File: src/rtl/freq_sweep_ctrl_if.sv
// Bus bundle between the sweep controller and its environment: sweep
// control/configuration, the step-value calculator loop and status pulses.
interface freq_sweep_ctrl_if #(
  parameter int FREQ_W  = 20,
  parameter int DWELL_W = 24
);
  logic               start;
  logic               abort;
  logic               mode;
  logic [FREQ_W-1:0]  f_start;
  logic [FREQ_W-1:0]  f_stop;
  logic [FREQ_W-1:0]  f_inc;
  logic [DWELL_W-1:0] dwell;
  logic [FREQ_W-1:0]  freq;
  logic [31:0]        step_in;
  logic [31:0]        step_out;
  logic               step_load;
  logic               busy;
  logic               done;
  logic               cfg_err;

  modport master (
    output start, abort, mode, f_start, f_stop, f_inc, dwell, step_in,
    input  freq, step_out, step_load, busy, done, cfg_err
  );

  modport slave (
    input  start, abort, mode, f_start, f_stop, f_inc, dwell, step_in,
    output freq, step_out, step_load, busy, done, cfg_err
  );
endinterface

File: src/rtl/freq_sweep_ctrl.sv
// Frequency sweep controller: steps freq from f_start to f_stop, waits for the
// external calculator latency, loads the phase step and dwells on each step.

module freq_sweep_ctrl_chk (
  input logic clk,
  input logic rst_n,
  input logic step_load,
  input logic busy,
  input logic done,
  input logic cfg_err
);
  a_load_busy: assert property (@(posedge clk) disable iff (!rst_n) step_load |-> busy);
  a_done_idle: assert property (@(posedge clk) disable iff (!rst_n) done |-> !busy);
  a_cfg_idle:  assert property (@(posedge clk) disable iff (!rst_n) cfg_err |-> !busy);
  a_pulses:    assert property (@(posedge clk) disable iff (!rst_n) $onehot0({step_load, done, cfg_err}));
endmodule

module freq_sweep_ctrl #(
  parameter int FREQ_W   = 20,
  parameter int DWELL_W  = 24,
  parameter int CALC_LAT = 8
) (
  input logic              clk,
  input logic              rst_n,
  freq_sweep_ctrl_if.slave sif
);
  typedef enum logic [1:0] {
    ST_IDLE  = 2'd0,
    ST_CALC  = 2'd1,
    ST_DWELL = 2'd2
  } state_t;

  localparam logic [FREQ_W-1:0]  F_ZERO   = {FREQ_W{1'b0}};
  localparam logic [DWELL_W-1:0] D_ZERO   = {DWELL_W{1'b0}};
  localparam logic [DWELL_W-1:0] D_ONE    = {{(DWELL_W-1){1'b0}}, 1'b1};
  localparam logic [7:0]         LAT_INIT = 8'(CALC_LAT);

  state_t             state_r;
  logic [FREQ_W-1:0]  f_start_r;
  logic [FREQ_W-1:0]  f_stop_r;
  logic [FREQ_W-1:0]  f_inc_r;
  logic [DWELL_W-1:0] dwell_r;
  logic               mode_r;
  logic [FREQ_W-1:0]  freq_r;
  logic [31:0]        step_r;
  logic               step_load_r;
  logic               done_r;
  logic               cfg_err_r;
  logic               busy_r;
  logic [7:0]         lat_cnt_r;
  logic [DWELL_W-1:0] dwell_cnt_r;

  logic [FREQ_W:0]    next_freq_s;
  logic               past_stop_s;
  logic               cfg_bad_s;
  logic [DWELL_W-1:0] dwell_load_s;

  // Next-step arithmetic with one carry bit; a carry always lands past f_stop.
  always_comb begin
    next_freq_s = {1'b0, freq_r} + {1'b0, f_inc_r};
    past_stop_s = (next_freq_s > {1'b0, f_stop_r});
    cfg_bad_s   = (sif.f_inc == F_ZERO) || (sif.f_start > sif.f_stop);
    if (dwell_r == D_ZERO) begin
      dwell_load_s = D_ONE;
    end else begin
      dwell_load_s = dwell_r;
    end
  end

  // Sweep sequencer with all outputs registered; abort outranks every other event.
  always_ff @(posedge clk or negedge rst_n) begin
    if (!rst_n) begin
      state_r     <= ST_IDLE;
      f_start_r   <= F_ZERO;
      f_stop_r    <= F_ZERO;
      f_inc_r     <= F_ZERO;
      dwell_r     <= D_ZERO;
      mode_r      <= 1'b0;
      freq_r      <= F_ZERO;
      step_r      <= 32'd0;
      step_load_r <= 1'b0;
      done_r      <= 1'b0;
      cfg_err_r   <= 1'b0;
      busy_r      <= 1'b0;
      lat_cnt_r   <= 8'd0;
      dwell_cnt_r <= D_ZERO;
    end else begin
      step_load_r <= 1'b0;
      done_r      <= 1'b0;
      cfg_err_r   <= 1'b0;
      case (state_r)
        ST_IDLE: begin
          if (sif.start && !sif.abort) begin
            if (cfg_bad_s) begin
              cfg_err_r <= 1'b1;
            end else begin
              f_start_r <= sif.f_start;
              f_stop_r  <= sif.f_stop;
              f_inc_r   <= sif.f_inc;
              dwell_r   <= sif.dwell;
              mode_r    <= sif.mode;
              freq_r    <= sif.f_start;
              lat_cnt_r <= LAT_INIT;
              busy_r    <= 1'b1;
              state_r   <= ST_CALC;
            end
          end
        end
        ST_CALC: begin
          if (sif.abort) begin
            lat_cnt_r <= 8'd0;
            busy_r    <= 1'b0;
            state_r   <= ST_IDLE;
          end else if (lat_cnt_r == 8'd1) begin
            lat_cnt_r   <= 8'd0;
            step_r      <= sif.step_in;
            step_load_r <= 1'b1;
            dwell_cnt_r <= dwell_load_s;
            state_r     <= ST_DWELL;
          end else begin
            lat_cnt_r <= lat_cnt_r - 8'd1;
          end
        end
        ST_DWELL: begin
          if (sif.abort) begin
            dwell_cnt_r <= D_ZERO;
            busy_r      <= 1'b0;
            state_r     <= ST_IDLE;
          end else if (dwell_cnt_r == D_ONE) begin
            dwell_cnt_r <= D_ZERO;
            if (!past_stop_s) begin
              freq_r    <= next_freq_s[FREQ_W-1:0];
              lat_cnt_r <= LAT_INIT;
              state_r   <= ST_CALC;
            end else if (mode_r) begin
              freq_r    <= f_start_r;
              lat_cnt_r <= LAT_INIT;
              state_r   <= ST_CALC;
            end else begin
              done_r  <= 1'b1;
              busy_r  <= 1'b0;
              state_r <= ST_IDLE;
            end
          end else begin
            dwell_cnt_r <= dwell_cnt_r - D_ONE;
          end
        end
        default: begin
          busy_r  <= 1'b0;
          state_r <= ST_IDLE;
        end
      endcase
    end
  end

  assign sif.freq      = freq_r;
  assign sif.step_out  = step_r;
  assign sif.step_load = step_load_r;
  assign sif.busy      = busy_r;
  assign sif.done      = done_r;
  assign sif.cfg_err   = cfg_err_r;

  freq_sweep_ctrl_chk u_chk (
    .clk       (clk),
    .rst_n     (rst_n),
    .step_load (step_load_r),
    .busy      (busy_r),
    .done      (done_r),
    .cfg_err   (cfg_err_r)
  );
endmodule

File: src/flat_wrapper.sv
// flat-port wrapper written by rule: the top's interface ports become plain ports
module freq_sweep_ctrl_flat 
#(
  parameter int FREQ_W   = 20,
  parameter int DWELL_W  = 24,
  parameter int CALC_LAT = 8
)
  (clk, rst_n, sif_start, sif_abort, sif_mode, sif_f_start, sif_f_stop, sif_f_inc, sif_dwell, sif_step_in, sif_freq, sif_step_out, sif_step_load, sif_busy, sif_done, sif_cfg_err);
  freq_sweep_ctrl_if #(.FREQ_W(FREQ_W), .DWELL_W(DWELL_W)) sif_i ();
  input logic clk;
  input logic rst_n;
  input wire logic [$bits(sif_i.start)-1:0] sif_start;
  input wire logic [$bits(sif_i.abort)-1:0] sif_abort;
  input wire logic [$bits(sif_i.mode)-1:0] sif_mode;
  input wire logic [$bits(sif_i.f_start)-1:0] sif_f_start;
  input wire logic [$bits(sif_i.f_stop)-1:0] sif_f_stop;
  input wire logic [$bits(sif_i.f_inc)-1:0] sif_f_inc;
  input wire logic [$bits(sif_i.dwell)-1:0] sif_dwell;
  input wire logic [$bits(sif_i.step_in)-1:0] sif_step_in;
  output wire logic [$bits(sif_i.freq)-1:0] sif_freq;
  output wire logic [$bits(sif_i.step_out)-1:0] sif_step_out;
  output wire logic [$bits(sif_i.step_load)-1:0] sif_step_load;
  output wire logic [$bits(sif_i.busy)-1:0] sif_busy;
  output wire logic [$bits(sif_i.done)-1:0] sif_done;
  output wire logic [$bits(sif_i.cfg_err)-1:0] sif_cfg_err;
  assign sif_i.start = sif_start;
  assign sif_i.abort = sif_abort;
  assign sif_i.mode = sif_mode;
  assign sif_i.f_start = sif_f_start;
  assign sif_i.f_stop = sif_f_stop;
  assign sif_i.f_inc = sif_f_inc;
  assign sif_i.dwell = sif_dwell;
  assign sif_i.step_in = sif_step_in;
  assign sif_freq = sif_i.freq;
  assign sif_step_out = sif_i.step_out;
  assign sif_step_load = sif_i.step_load;
  assign sif_busy = sif_i.busy;
  assign sif_done = sif_i.done;
  assign sif_cfg_err = sif_i.cfg_err;
  freq_sweep_ctrl #(.FREQ_W(FREQ_W), .DWELL_W(DWELL_W), .CALC_LAT(CALC_LAT)) u_core (.clk(clk), .rst_n(rst_n), .sif(sif_i));
endmodule
File: config.mk
export PLATFORM = sky130hd
export DESIGN_NAME = freq_sweep_ctrl_flat
export DESIGN_NICKNAME = d
export VERILOG_FILES = /design/src/rtl/freq_sweep_ctrl_if.sv /design/src/rtl/freq_sweep_ctrl.sv /design/src/flat_wrapper.sv
export SDC_FILE = /design/constraint.sdc
export NUM_CORES = 1
export LEC_CHECK = 0
export BUFFER_PORTS_ARGS = -buffer_cell sky130_fd_sc_hd__buf_2
export CAP_MARGIN = 30
export CORE_MARGIN = 10
export CORE_UTILIZATION = 46
export CTS_BUF_LIST = sky130_fd_sc_hd__clkbuf_16
export CTS_CLUSTER_DIAMETER = 150
export CTS_CLUSTER_SIZE = 28
export DETAILED_ROUTE_END_ITERATION = 7
export PLACE_DENSITY_LB_ADDON = 0.05
export SLEW_MARGIN = 0
export SYNTH_ARGS = -nofsm -noshare
export SYNTH_HDL_FRONTEND = slang
export SYNTH_SLANG_ARGS = --single-unit
File: constraint.sdc
create_clock -name clk -period 6.1 [get_ports clk]
set_clock_uncertainty 0.2 [all_clocks]
set_input_delay 0.305 -clock clk [delete_from_list [all_inputs] [get_ports clk]]
set_output_delay 0.305 -clock clk [all_outputs]
set_load 0.005 [all_outputs]
==> flow_metrics.env <==
export IMPL_core_area_sq_um=21200
export IMPL_r2r_end="u_core.sif.freq[19]"
export IMPL_ant_nets=0
export IMPL_totalWireLength_mm=29.8
export IMPL_cts_made_buffers=17
export IMPL_hold_viol=0
export IMPL_cts_tree="yes"
export IMPL_ys_seq_area_share_pct=43.8
export IMPL_placementRows=53
export IMPL_max_cap_viol_count=0
export IMPL_synth_area_per_cell_sq_um=9.51
export IMPL_r2r_cells=18
export IMPL_fmax_ghz=0.188
export IMPL_max_slew_margin_pct=37.2
export IMPL_clock_sinks=175
export IMPL_yosys_most_used_dff="dfrtp_1"
export IMPL_netlist_area_sq_um=10000
export IMPL_seq_area_sq_um=4380
export IMPL_antenna_found_initial=1
export IMPL_ios=177
export IMPL_critPathLaunchType="register"
export IMPL_end_kind="register"
export IMPL_syn_to_final_growth_pct=29.1
export IMPL_port_buffer_count=176
export IMPL_yosys_area_share_simple_pct=16.3
export IMPL_track_usage_pct=20.9
export IMPL_power_leakage_uw=0.00620
export IMPL_grt_pass1_wl_mm=48.3
export IMPL_die_y_um=167
export IMPL_antenna_cells=0
export IMPL_viasPerCell=5.41
export IMPL_irDropWorstVdd_uv=395
export IMPL_cts_path_max_buffers=2
export IMPL_vias=8770
export IMPL_synth_xor_area_share_pct=1.05
export IMPL_path_clk_slew_ns=0.07
export IMPL_drv_slew=0
export IMPL_dieArea_sq_um=28000
export IMPL_grt_max_degree=84
export IMPL_r2r_start="u_core.sif.freq[0]"
export IMPL_cts_root_buf="clkbuf_16"
export IMPL_power_density_nw_per_um2=497
export IMPL_required_ns=6.24
export IMPL_min_from="sif_f_start[15]"
export IMPL_grt_pass1_vias=9060
export IMPL_rsz0062_at_grt="false"
export IMPL_dr_pass1_iters=6
export IMPL_drive_gt1_share_pct=23.4
export IMPL_hold_end="u_core.f_start_r[15]"
export IMPL_fin_crit_ns=5.31
export IMPL_crit_path_max_fanout=18
export IMPL_power_uw=6420
export IMPL_wire_per_inst_um=18.4
export IMPL_pre_cts_ws_ns=0.898
export IMPL_stdcell_area_sq_um=12900
export IMPL_cp_data_arrival_time_ns=5.44
export IMPL_layout_common_cells="buf_2, dfrtp_1, nand2_1"
export IMPL_min_path_cells=2
export IMPL_drc=0
export IMPL_r2r_slack_ns=0.79
export IMPL_synth_fa_ha_area_share_pct=8.21
export IMPL_finalSetupTns_ns=0
export IMPL_path_class="reg -> reg"
export IMPL_synth_top_family_by_area="compound AO/OA/AOI/OAI gates"
export IMPL_gp_congestion=0.861
export IMPL_setup_violations=0
export IMPL_synth_edff_count=0
export IMPL_setup_ws_ns=0.794
export IMPL_fill_cells=1849
export IMPL_multi_input_area_sq_um=5180
export IMPL_first_iter_violations=573
export IMPL_ys_ff_latch=175
export IMPL_status="completed"
export IMPL_h_tree_depth=4
export IMPL_start_util_pct=47.1
export IMPL_async_reset_ff_share_pct=100
export IMPL_ys_warnings_count=0
export IMPL_ys_types=73
export IMPL_dp_final_hpwl_mm=21.4
export IMPL_hold_class="in -> reg"
export IMPL_nNetsFinal=1519
export IMPL_synth_nets=1238
export IMPL_clock_latency_ns=0.44
export IMPL_netlist_instances=1052
export IMPL_grt_ovfl_total=0
export IMPL_synthMuxAreaShare_pct=9.07
export IMPL_place_area_sq_um=11100
export IMPL_synth_compound_area_share_pct=17.1
export IMPL_worst_pin_slew_ns=0.943
export IMPL_finalCritPeriodShare_pct=87.0
export IMPL_die_width_um=167
export IMPL_hold_ws_ns=0.00832
==> Yosys cell counts (3+ instances only) <==
library cell,number,area (sq um)
dfrtp_1,175,4380
nand2_1,167,627
o21ai_0,90,450
mux2_2,69,777
nor2_1,69,259
ha_1,64,801
inv_1,62,233
a21oi_1,52,260
nand3_1,27,135
clkbuf_1,21,78.8
nor3_1,20,100
a31oi_1,18,113
a21o_1,16,120
buf_2,15,75.1
nor4_1,15,93.8
o21a_1,10,75.1
a211oi_1,9,67.6
nand4_1,9,56.3
xnor2_1,9,78.8
mux2_4,8,120
a21boi_0,7,52.6
a221o_1,7,70.1
o211ai_1,7,52.6
a32oi_1,6,52.6
and4_1,5,43.8
nand2b_1,5,31.3
o31ai_1,5,37.5
nor2b_1,4,25.0
o21ai_1,4,20.0
o22ai_1,4,25.0
a22oi_1,3,22.5
a311oi_1,3,26.3
and2_1,3,18.8
and3_1,3,18.8
buf_4,3,22.5
o41ai_1,3,26.3
or2_2,3,18.8
or3_1,3,18.8
xor2_1,3,26.3
==> worst max-delay path, cell delays in order (launching register included) <==
cell and delay (ns):
dfrtp_1 0.39, ha_1 0.24, inv_1 0.08, fa_1 0.20, nor2b_1 0.07, o31a_1 0.29
o21ai_1 0.27, nand2_1 0.16, o41ai_1 0.34, nor2_1 0.13, ha_1 0.33, a2111oi_0 0.37
o21ai_1 0.16, a211oi_1 0.27, o211ai_1 0.20, a311o_1 0.59, nor2_1 0.49, a211oi_1 0.14
o31ai_1 0.28
==> through the flow <==
stage | utilization (%) | instances
6_report | 60.8 | 1621
5_1_grt | 60.8 | 1621
2_1_floorplan | - | 1052
3_5_place_dp | 52.4 | 1472
4_1_cts | 60.8 | 1620
3_3_place_gp | 52.3 | 1470
==> timing repair <==
item / 4_1_cts / 5_1_grt
hold buffers: 116 / 0
hold endpoints to repair: 197 / 0
setup buffers: 0 / 0
resized for setup: 0 / 0
endpoints found under the setup margin: 0 / 0
==> cell type report <==
type | instances | share of cell area, %
Multi-Input combinational cell | 772 | 40.1
Sequential cell | 175 | 33.9
Inverter | 62 | 1.80
Clock inverter | 15 | 1.49
Timing Repair Buffer | 305 | 16.7
Tap cell | 275 | 2.66
Clock buffer | 17 | 3.29
==> where the power goes <==
group | internal (uW) | switching (uW) | leakage, uW
Combinational | 1430 | 1960 | 0.00370
Sequential | 1560 | 309 | 0.00219
Clock | 626 | 527 | 0.000299
Total | 3620 | 2800 | 0.00620
==> cell families after synthesis <==
group	after synthesis
mux	78
simple gates	351
xor+xnor	12
buf+inv	105
fa+ha+maj	65
flops	175
compound gates	266
==> worst max path at each step <==
stage | to | depth (start not counted) | from
3_5_place_dp | u_core.sif.freq[19] | 18 | u_core.sif.freq[0]
5_1_grt | u_core.sif.freq[4] | 18 | u_core.sif.freq[0]
6_report | u_core.sif.freq[19] | 18 | u_core.sif.freq[0]
4_1_cts | u_core.sif.freq[19] | 18 | u_core.sif.freq[0]
3_3_place_gp | u_core.sif.freq[19] | 18 | u_core.sif.freq[0]
2_1_floorplan | u_core.sif.freq[11] | 19 | u_core.sif.freq[0]
==> metal layers <==
layer | GRT usage [%] | up-vias | routed length (um)
li1 | - | 4320 | -
met4 | 5.75 | 2 | 576
met1 | 25.9 | 4160 | 12900
met5 | 0 | - | 7
met2 | 35.3 | 252 | 14500
met3 | 5.50 | 36 | 1810
==> registers in the layout, indices dropped and copies added (netlist names) <==
| register | cells |
|---|---|
| u_core.f_inc_r | 20 |
| u_core.dwell_cnt_r | 24 |
| u_core.f_start_r | 20 |
| u_core.dwell_r | 24 |
| u_core.sif.cfg_err | 1 |
| u_core.state_r | 2 |
| u_core.lat_cnt_r | 8 |
| u_core.f_stop_r | 20 |
| u_core.mode_r | 1 |
| u_core.sif.busy | 1 |
| u_core.sif.freq | 20 |
| u_core.sif.done | 1 |
| u_core.sif.step_out | 32 |
| u_core.sif.step_load | 1 |
Power figures use the tool's default switching activity.
